[src/rtl/lcd_panel_rx.sv]
// HD44780-style LCD controller model: receiving end of the parallel LCD bus.
// Captures RS/E/DB through synchronizers, decodes each E falling edge as an
// instruction or a character write, keeps a 2x16 character buffer, and
// enforces a busy window, counting strobes that arrive while busy.
module lcd_panel_rx #(
  parameter int unsigned BUSY_CYC  = 4000,
  parameter int unsigned BUSY_LONG = 164000
) (
  input  logic       clk_i,
  input  logic       rst_n_i,
  input  logic       reg_sel_i,
  input  logic       enable_i,
  input  logic [7:0] lcd_data_i,
  input  logic [4:0] rd_addr_i,
  output logic [7:0] rd_data_o,
  output logic       cmd_valid_o,
  output logic [7:0] cmd_o,
  output logic       char_wr_o,
  output logic [6:0] char_addr_o,
  output logic [7:0] char_o,
  output logic [6:0] cur_addr_o,
  output logic       busy_o,
  output logic       disp_on_o,
  output logic       cursor_on_o,
  output logic       blink_o,
  output logic       incr_o,
  output logic       lines2_o,
  output logic [7:0] viol_cnt_o
);

  localparam int unsigned CW = $clog2(BUSY_LONG + 1);

  typedef enum logic [3:0] {
    INS_NOP,
    INS_CLEAR,
    INS_HOME,
    INS_ENTRY,
    INS_DISP,
    INS_SHIFT,
    INS_FUNC,
    INS_CGRAM,
    INS_DDRAM
  } ins_e;

  // Stage 1/2 are the synchronizer; stage 3 holds the previous E sample and
  // the RS/data that travelled with it.
  logic       e_q1, e_q2, e_q3;
  logic       rs_q1, rs_q2, rs_q3;
  logic [7:0] d_q1, d_q2, d_q3;

  logic [CW-1:0] busy_cnt;
  logic [7:0]    mem [32];

  logic       strobe;
  logic       accept;
  logic       drop;
  logic       long_op;
  logic [4:0] wr_idx;
  ins_e       ins;

  // Next visible DDRAM address, wrapping line 1 <-> line 2 in both directions.
  function automatic logic [6:0] step_addr(input logic [6:0] a, input logic up);
    logic [6:0] r;
    r = a;
    if (up) begin
      case (a)
        7'h0F:   r = 7'h40;
        7'h4F:   r = 7'h00;
        default: r = a + 7'd1;
      endcase
    end else begin
      case (a)
        7'h00:   r = 7'h4F;
        7'h40:   r = 7'h0F;
        default: r = a - 7'd1;
      endcase
    end
    return r;
  endfunction

  // Input synchronizers, RS/data kept in lockstep with E.
  always_ff @(posedge clk_i) begin
    if (!rst_n_i) begin
      e_q1  <= 1'b0;
      e_q2  <= 1'b0;
      e_q3  <= 1'b0;
      rs_q1 <= 1'b0;
      rs_q2 <= 1'b0;
      rs_q3 <= 1'b0;
      d_q1  <= '0;
      d_q2  <= '0;
      d_q3  <= '0;
    end else begin
      e_q1  <= enable_i;
      e_q2  <= e_q1;
      e_q3  <= e_q2;
      rs_q1 <= reg_sel_i;
      rs_q2 <= rs_q1;
      rs_q3 <= rs_q2;
      d_q1  <= lcd_data_i;
      d_q2  <= d_q1;
      d_q3  <= d_q2;
    end
  end

  assign strobe = e_q3 & ~e_q2;
  assign busy_o = (busy_cnt != '0);
  assign accept = strobe & ~busy_o;
  assign drop   = strobe & busy_o;
  assign wr_idx = {cur_addr_o[6], cur_addr_o[3:0]};

  // Instruction class: highest set bit of the captured byte wins.
  always_comb begin
    ins = INS_NOP;
    if      (d_q3[7]) ins = INS_DDRAM;
    else if (d_q3[6]) ins = INS_CGRAM;
    else if (d_q3[5]) ins = INS_FUNC;
    else if (d_q3[4]) ins = INS_SHIFT;
    else if (d_q3[3]) ins = INS_DISP;
    else if (d_q3[2]) ins = INS_ENTRY;
    else if (d_q3[1]) ins = INS_HOME;
    else if (d_q3[0]) ins = INS_CLEAR;
    long_op = ~rs_q3 & ((ins == INS_CLEAR) | (ins == INS_HOME));
  end

  // Controller state: busy window, violations, buffer, address and flags.
  always_ff @(posedge clk_i) begin
    if (!rst_n_i) begin
      busy_cnt    <= '0;
      viol_cnt_o  <= '0;
      cmd_valid_o <= 1'b0;
      cmd_o       <= '0;
      char_wr_o   <= 1'b0;
      char_addr_o <= '0;
      char_o      <= '0;
      cur_addr_o  <= '0;
      disp_on_o   <= 1'b0;
      cursor_on_o <= 1'b0;
      blink_o     <= 1'b0;
      incr_o      <= 1'b1;
      lines2_o    <= 1'b0;
      for (int unsigned i = 0; i < 32; i++) mem[i] <= 8'h20;
    end else begin
      cmd_valid_o <= 1'b0;
      char_wr_o   <= 1'b0;
      if (busy_o) busy_cnt <= busy_cnt - CW'(1);
      if (drop && viol_cnt_o != 8'hFF) viol_cnt_o <= viol_cnt_o + 8'd1;
      if (accept) begin
        busy_cnt <= long_op ? CW'(BUSY_LONG) : CW'(BUSY_CYC);
        if (rs_q3) begin
          mem[wr_idx] <= d_q3;
          char_wr_o   <= 1'b1;
          char_addr_o <= cur_addr_o;
          char_o      <= d_q3;
          cur_addr_o  <= step_addr(cur_addr_o, incr_o);
        end else begin
          cmd_valid_o <= 1'b1;
          cmd_o       <= d_q3;
          case (ins)
            INS_DDRAM: cur_addr_o <= {d_q3[6], 2'b00, d_q3[3:0]};
            INS_FUNC:  lines2_o <= d_q3[3];
            INS_SHIFT: if (!d_q3[3]) cur_addr_o <= step_addr(cur_addr_o, d_q3[2]);
            INS_DISP: begin
              disp_on_o   <= d_q3[2];
              cursor_on_o <= d_q3[1];
              blink_o     <= d_q3[0];
            end
            INS_ENTRY: incr_o <= d_q3[1];
            INS_HOME:  cur_addr_o <= '0;
            INS_CLEAR: begin
              for (int unsigned i = 0; i < 32; i++) mem[i] <= 8'h20;
              cur_addr_o <= '0;
              incr_o     <= 1'b1;
            end
            default: ;
          endcase
        end
      end
    end
  end

  // Registered readback; a same-cycle write is seen one cycle later.
  always_ff @(posedge clk_i) begin
    rd_data_o <= mem[rd_addr_i];
  end

endmodule

[config.mk]
export PLATFORM = sky130hd
export DESIGN_NAME = lcd_panel_rx
export DESIGN_NICKNAME = d
export VERILOG_FILES = /design/src/rtl/lcd_panel_rx.sv
export SDC_FILE = /design/constraint.sdc
export NUM_CORES = 1
export LEC_CHECK = 0
export BUFFER_PORTS_ARGS = -buffer_cell sky130_fd_sc_hd__buf_2
export CAP_MARGIN = 20
export CELL_PAD_IN_SITES_DETAIL_PLACEMENT = 1
export CELL_PAD_IN_SITES_GLOBAL_PLACEMENT = 1
export CORE_MARGIN = 2
export CORE_UTILIZATION = 55
export CTS_CLUSTER_SIZE = 10
export DETAILED_ROUTE_END_ITERATION = 7
export PLACE_DENSITY_LB_ADDON = 0.1
export SLEW_MARGIN = 20
export SYNTH_ARGS = -nofsm -noshare
export SYNTH_HDL_FRONTEND = slang
export SYNTH_SLANG_ARGS = --single-unit
[constraint.sdc]
create_clock -name clk_i -period 5.2 [get_ports clk_i]
set_input_delay 0.52 -clock clk_i [delete_from_list [all_inputs] [get_ports clk_i]]
set_output_delay 0.52 -clock clk_i [all_outputs]
set_load 0.03 [all_outputs]
---- Yosys cells after proc, flatten, opt, wreduce, memory -nomap -nowiden ----
Memory sizes are Yosys's and may differ from the RTL's. A register that Yosys moved wholly into a read port is not among the register bits.
Cells that the tools add are included.
storage, ports and cells
  bits in writable memories ............... 256
  output and inout port bits .............. 54
  bits of input ports ..................... 17
  word-level logic and storage cells ...... 159
  memories kept ........................... 1
  register bits ........................... 93
memories
  name  depth  bits a word  read ports  clocked after memory_dff  write ports  line  text
  mem   32     8            1           1                         32           52    logic [7:0] mem [32];
cells by class
  $add $sub $neg .......................... 4
  multiplexer cells ....................... 65
  bitwise operators ....................... 40
  equal/unequal tests ..................... 12
  reduce and logical (&&, ||, !) cells .... 15
operators by type and width
  cell                   count
  $mux 8                 33
  $mux 18                3
  $or 1x1->1             33
  $mux 7                 4
  $pmux 7 s2             2
  $pmux 7 s3             1
  $reduce_bool 18->1     1
  $sub 18x1->18 const B  1
  $eq 7x7->1 const B     2
  $mux 1                 13
  $eq 4x3->1 const B     3
  $mux 3                 4
  $reduce_and 3->1       4
  $add 8x1->8 const B    1
  $eq 4x2->1 const B     2
  $ne 8x8->1 const B     1
  $reduce_or 8->1        1
  $add 7x1->7 const B    1
  $eq 7x4->1 const B     1
  $logic_not 7->1        1
  $sub 7x1->7 const B    1
  $reduce_and 2->1       3
  $mux 5                 1
  $and 1x1->1            4
  11 further kinds       15

---- Depth between registers and ports, before layout ----
Gate-level depths: netlist of the first run.
  word-level depth ........................ 16
  gate-level depth with buffers ........... 11
  depth with buffers taken out ............ 9

---- Worst setup path before layout of the first run ----
OpenSTA, ideal clock, no wires.
  kind .................................... register to register
  start ................................... register busy_cnt[10]
  end ..................................... memory mem[15][0], enable pin
  path slack .............................. 1943 ps
  arrival ................................. 2873 ps
  cell stages (with the launch flop) ...... 9
  data required time ...................... 4816 ps
  buffers on the path ..................... 3
  cells stage by stage .................... dfxtp_1 > or4_4 > or3b_1 > buf_2 > nor3_4 > nand4_1 > buf_2 > buf_6 > o21ai_0
RTL lines
  item                    line  text
  from (decl)             51    logic [CW-1:0] busy_cnt;
  from (signal assigned)  146   if (busy_o) busy_cnt <= busy_cnt - CW'(1);
  from (signal assigned)  149   busy_cnt <= long_op ? CW'(BUSY_LONG) : CW'(BUSY_CYC);
  to (decl)               52

==> results_dict.tcl, run 1 <==
set metrics [dict create \
    syn_to_final_growth_pct 11.81 \
    postCtsSetupBuffers 0 \
    avgSynthCellArea_um2 12.97 \
    synth_top_area_share_pct 48.11 \
    cts.sink_count 357 \
    critPathKind "register to register" \
    cts_hold_buf 0 \
    post-synth-top-count-cell "edfxtp_1" \
    total_power_w 0.006750 \
    dieArea_um2 30430 \
    met2_usage_pct 50.23 \
    vias 10260 \
    min_to "e_q1" \
    grt_util_all_layers_pct 29.38 \
    die_width_um 174.4 \
    ir_drop_mv 0.3240 \
    post_cts_resized 0 \
    hold_depth 2 \
    num_io_pins 71 \
    worst-path-max-fanout 19 \
    finalSetupTns_ns 0 \
    grt_pass1_wl_um 66850 \
    overflow 0 \
    p_clk_share_pct 39.5 \
    relSlewSlack_pct 25.48 \
    ys_top_cells_by_count "256 x edfxtp_1, 242 x and2_1, 101 x dfxtp_1, 101 x nand2_1, 80 x mux4_2" \
    p_leak_nw 6.416 \
    max_cap_viol_count 0 \
    hp-class "primary input to register" \
    grt_pass1_vias 11020 \
    synthTopCellsByArea "edfxtp_1 48%, dfxtp_1 13%, mux4_2 11%" \
    synth_seq_cells 357 \
    yosysTopAreaCell "edfxtp_1" \
    finalCritPeriodShare_pct 77.06 \
    finalHoldViolCount 0 \
    antenna_found_initial 1 \
    fp.dieH_um 174.4 \
    power.share.combinational_pct 12.1 \
    port_buffers 70 \
    syn-instance-count 1232 \
    crit_path_start_kind "register" \
    initial_core_util_pct 55.82 \
    place_area_um2 16640 \
    period_needed_ns 4.007 \
    synthArstFlopShare_pct 0 \
    final_antenna_net_count 0 \
    drc 0 \
    power_density_nw_per_um2 377.8 \
    required_ns 5.34 \
    design_area_um2 17860 \
    cts_made_buffers 42 \
    cts_max_path_buffers 3 \
    r2r-end "mem[18][7]" \
    worst_slew_pin_slew_ns 1.106 \
    r2r_slack_ns 1.19 \
    row_count 62 \
    syn-cell-area_um2 15980 \
    h-tree-depth 2 \
    ys_seq_area_share_pct 60.77 \
    cts_root_buffer "clkbuf_16" \
    grt_max_degree 49 \
    insertion_delay_ns 0.53 \
    synth_ff_type "edfxtp_1" \
    gp_congestion 0.8126 \
    pwr-share-seq_pct 48.4 \
    cp-end-kind "register" \
    vias_per_cell 6.090 \
    switching_share_pct 24.99 \
    yosysWarnings 0 \
    final_nets 1302 \
    cts_tree "done" \
    met1_usage_pct 37.46 \
    use_met3_pct 5.818 \
    fmax_mhz 249.6 \
    r2r_cells 5 \
    rsz0062_at_grt "false" \
    clock_skew_ns 0.01473 \
    finish.utilization_pct 62.41 \
    drt-wirelength-per-cell_um 26.00 \
    syn_nets 1256 \
    r2r_start "busy_cnt[10]" \
    pre_cts_slack_ns 1.130 \
    grt_most_used_layer "met2" \
    first_iter_violations 1088 \
    synth_edf_count 256 \
    arrival_ns 4.15 \
    synth_cell_types 61 \
    hpwl_um 28260 \
    drv_slew 0 \
    cts.clk_slew.worst_paths_ns 0.06 \
    run_status "complete, no violations" \
    p_sw_w 0.001687 \
    worstHoldStart "enable_i" \
    coreArea_um2 28630 \
    totalWireLength_um 43800 \
    first_pass_iters 5 \
    setup_slack_ns 1.193 \
    finalSetupViolCount 0 \
    drive_gt1_share_pct 19.22 \
    p_int_w 0.005063 \
    diodes 0 \
]
## through the flow
stage	hold slack (ns)	instances
finish	0.2038	1685
global route	0.2023	1685
CTS	0.1904	1683
detailed placement	0.4199	1616
global placement	0.4146	1616
floorplan	0.4119	1232
## kinds of logic after synthesis
| family | after synthesis | share of synthesized area, % |
|---|---|---|
| AO/OA/AOI/OAI | 121 | 4.401 |
| XOR/XNOR | 23 | 1.261 |
| adder cells (fa/ha/maj) | 7 | 0.5481 |
| buffers and inverters | 102 | 2.490 |
| flip-flops | 357 | 60.77 |
| multiplexers | 98 | 12.47 |
| AND/OR/NAND/NOR | 524 | 18.06 |
## cell type report
cell class	count	area, um^2
flip-flops and latches	357	9709
clock buffers	66	1205
multi-input cells	773	5888
inverters	8	30.03
well taps	384	480.5
repair buffers	96	543.0
fillers	2763	10760
clock inverters	1	8.758
## sequential cells by signal, summed over array words and instances (netlist names), 7 cells and up
signal       flops
busy_cnt        18
d_q2             8
char_o           8
d_q1             8
d_q3             8
char_addr_o      7
cmd_o            8
cur_addr_o       7
viol_cnt_o       8
rd_data_o        8
mem            256
## layer usage
| layer | wire length [um] | up-vias |
|---|---|---|
| li1 | - | 4545 |
| met1 | 17270 | 5230 |
| met2 | 22130 | 397 |
| met3 | 2981 | 90 |
| met4 | 1421 | 0 |
| met5 | 0 | - |
## worst max-delay path, stage by stage, from the launching register on
cell     delay, ns
dfxtp_1       0.35
or4_4         0.57
or3b_1        0.56
nor3_4        0.37
nand4_2       0.64
o21ai_0       1.11
## worst max path at each step
stage	start	endpoint	slack (ns)	cells past startpoint
2_1_floorplan	busy_cnt[10]	mem[15][0]	1.94	8
3_5_place_dp	busy_cnt[10]	mem[12][2]	1.13	5
6_report	busy_cnt[10]	mem[18][7]	1.19	5
3_3_place_gp	busy_cnt[10]	mem[26][4]	1.34	5
5_1_grt	busy_cnt[10]	mem[20][4]	1.00	5
4_1_cts	busy_cnt[10]	mem[29][3]	1.11	5
## power groups by stage
stage	sequential, W	combinational (W)	clock [W]
after floorplan	0.00331	0.000592	0
after global placement	0.00331	0.000782	0
after detailed placement	0.00332	0.000807	0
after CTS	0.00327	0.000817	0.00270
after global routing	0.00328	0.000897	0.00280
final	0.00326	0.000816	0.00267
## placed cells by master, fill, tap and decap left out, types with 4 or more instances in the layout
cell type / Yosys / layout
edfxtp_1: 256 / 256
and2_1: 242 / 242
nand2_1: 101 / 101
dfxtp_1: 101 / 101
mux4_2: 80 / 80
nor2_1: 74 / 74
buf_2: 6 / 70
clkbuf_16: 0 / 45
a21oi_1: 42 / 41
nor3_1: 27 / 27
o21ai_0: 46 / 26
buf_4: 0 / 25
clkbuf_1: 76 / 21
o21ai_1: 0 / 20
xor2_1: 16 / 16
nand3_1: 11 / 11
nand4_1: 10 / 10
mux2_2: 9 / 9
mux2i_1: 9 / 9
inv_1: 8 / 8
and3_1: 7 / 7
xnor2_1: 7 / 7
ha_1: 7 / 7
nor2b_1: 6 / 6
or3_1: 5 / 5
nand3b_1: 5 / 5
nor2_2: 5 / 5
o22ai_1: 4 / 4
o31ai_1: 4 / 4
No activity file was read; power rests on OpenSTA's default activity.
==> run 2, diff against run 1 <==
CORE_UTILIZATION = 51   (was 55)
clock period = 3.9 ns   (was 5.2 ns; I/O delays follow)
==> results_dict.tcl, run 2 (synthesized netlist as in run 1, its figures left out) <==
set metrics [dict create \
    first_pass_iters 4 \
    cp-end-kind "register" \
    coreArea_um2 30750 \
    rsz0062_at_grt "false" \
    postCtsSetupBuffers 0 \
    grt_pass1_wl_um 66930 \
    required_ns 4.15 \
    hold_depth 2 \
    fmax_mhz 304.9 \
    antenna_found_initial 2 \
    worst_slew_pin_slew_ns 0.9826 \
    h-tree-depth 2 \
    fp.dieH_um 181 \
    cts.sink_count 357 \
    hpwl_um 28040 \
    vias 10350 \
    port_buffers 70 \
    drv_slew 0 \
    finalSetupViolCount 0 \
    drt-wirelength-per-cell_um 24.83 \
    crit_path_start_kind "register" \
    hp-class "primary input to register" \
    final_common_cell "edfxtp_1" \
    reg_top3 "mem x256, busy_cnt x18" \
    worst-path-max-fanout 11 \
    arrival_ns 3.53 \
    finalCritPeriodShare_pct 84.09 \
    row_count 64 \
    drive_gt1_share_pct 21.24 \
    cts_root_buffer "clkbuf_16" \
    cts_hold_buf 0 \
    dieArea_um2 32760 \
    relSlewSlack_pct 33.80 \
    insertion_delay_ns 0.53 \
    initial_core_util_pct 51.96 \
    worstHoldStart "lcd_data_i[2]" \
    period_needed_ns 3.280 \
    overflow 0 \
    run_status "complete, no violations" \
    syn_to_final_growth_pct 13.80 \
    clock_skew_ns 0.02143 \
    r2r_slack_ns 0.62 \
    critPathKind "register to register" \
    max_cap_viol_count 0 \
    first_iter_violations 967 \
    cts_tree "done" \
    vias_per_cell 5.952 \
    p_leak_nw 6.603 \
    post_cts_resized 0 \
    final_nets 1337 \
    ir_drop_mv 0.3354 \
    grt_pass1_vias 10920 \
    place_area_um2 16970 \
    r2r-end "mem[18][5]" \
    power_density_nw_per_um2 497.2 \
    num_io_pins 71 \
    finalHoldViolCount 0 \
    grt_max_degree 65 \
    gp_congestion 0.8133 \
    cts_max_path_buffers 3 \
    largest_reg_flops 256 \
    min_to "d_q1[2]" \
    final_antenna_net_count 0 \
    cts_made_buffers 42 \
    drc 0 \
    r2r_start "busy_cnt[10]" \
    finalSetupTns_ns 0 \
    totalWireLength_um 43150 \
    die_width_um 181 \
    diodes 0 \
    cts.clk_slew.worst_paths_ns 0.05 \
    grt_util_all_layers_pct 27.08 \
    design_area_um2 18180 \
    final_cell_mix "256 x edfxtp_1, 242 x and2_1, 101 x nand2_1, 101 x dfxtp_1, 80 x mux4_2" \
    r2r_cells 8 \
    top_register "mem" \
]
## run 2: cell types whose count changed in the layout (fill, tap and decap cells not counted), moves of 2 or more
cell / previous run / this run
o21ai_0: 26 / 42
clkbuf_16: 45 / 43
clkbuf_8: 0 / 2
buf_12: 0 / 3
buf_4: 25 / 59
clkbuf_1: 21 / 26
o21ai_1: 20 / 4
## run 2: worst max path at each step
stage                             from  slack (ns)         end  cells after the start
final                     busy_cnt[10]        0.62  mem[18][5]                      8
after global routing       busy_cnt[0]        0.36  mem[15][4]                      8
after CTS                 busy_cnt[10]        0.44  mem[27][3]                      6
after detailed placement  busy_cnt[10]        0.45  mem[27][7]                      6
after global placement    busy_cnt[10]        0.67   mem[3][7]                      6
after floorplan           busy_cnt[10]        0.64  mem[15][0]                      8
## run 2: final cells by class
cell class	count	area, um^2
well taps	396	495.5
repair buffers	131	848.3
clock inverters	2	16.27
flip-flops and latches	357	9709
fillers	3076	12570
inverters	8	30.03
multi-input cells	773	5882
clock buffers	71	1201
## run 2: critical path: stages (launching register included)
cell,delay (ns)
dfxtp_1,0.35
or4_4,0.57
or3b_1,0.56
nor3_4,0.23
buf_4,0.17
nand4_2,0.35
buf_4,0.33
nor2_1,0.33
nand2_1,0.12
## run 2: report_power, final
group / total, W / switching [W] / internal [W] / leakage (nW)
Clock: 0.00356 / 0.00148 / 0.00208 / 0.580
Sequential: 0.00435 / 0.000112 / 0.00424 / 3.36
Combinational: 0.00113 / 0.000674 / 0.000455 / 2.66
Total: 0.00904 / 0.00227 / 0.00677 / 6.60
## run 2: layer usage
metal | track usage (%) | vias up | routed length (um)
li1 | - | 4609 | -
met1 | 35.66 | 5266 | 17550
met2 | 45.85 | 370 | 21440
met3 | 5.241 | 96 | 2850
met4 | 8.195 | 4 | 1290
met5 | 0 | - | 27
## run 2: through the flow
stage | utilization, % | power [W] | std cells | hold slack (ns) | worst slack (ns)
3_3_place_gp | 55.17 | 0.005511 | 1665 | 0.4131 | 0.6651
5_1_grt | 59.13 | 0.009383 | 1738 | 0.06555 | 0.3599
4_1_cts | 59.13 | 0.009102 | 1738 | 0.04762 | 0.4365
2_1_floorplan | - | 0.005197 | 1232 | 0.4119 | 0.6426
3_5_place_dp | 55.17 | 0.005552 | 1665 | 0.4199 | 0.4516
6_report | 59.13 | 0.009041 | 1738 | 0.06404 | 0.6204
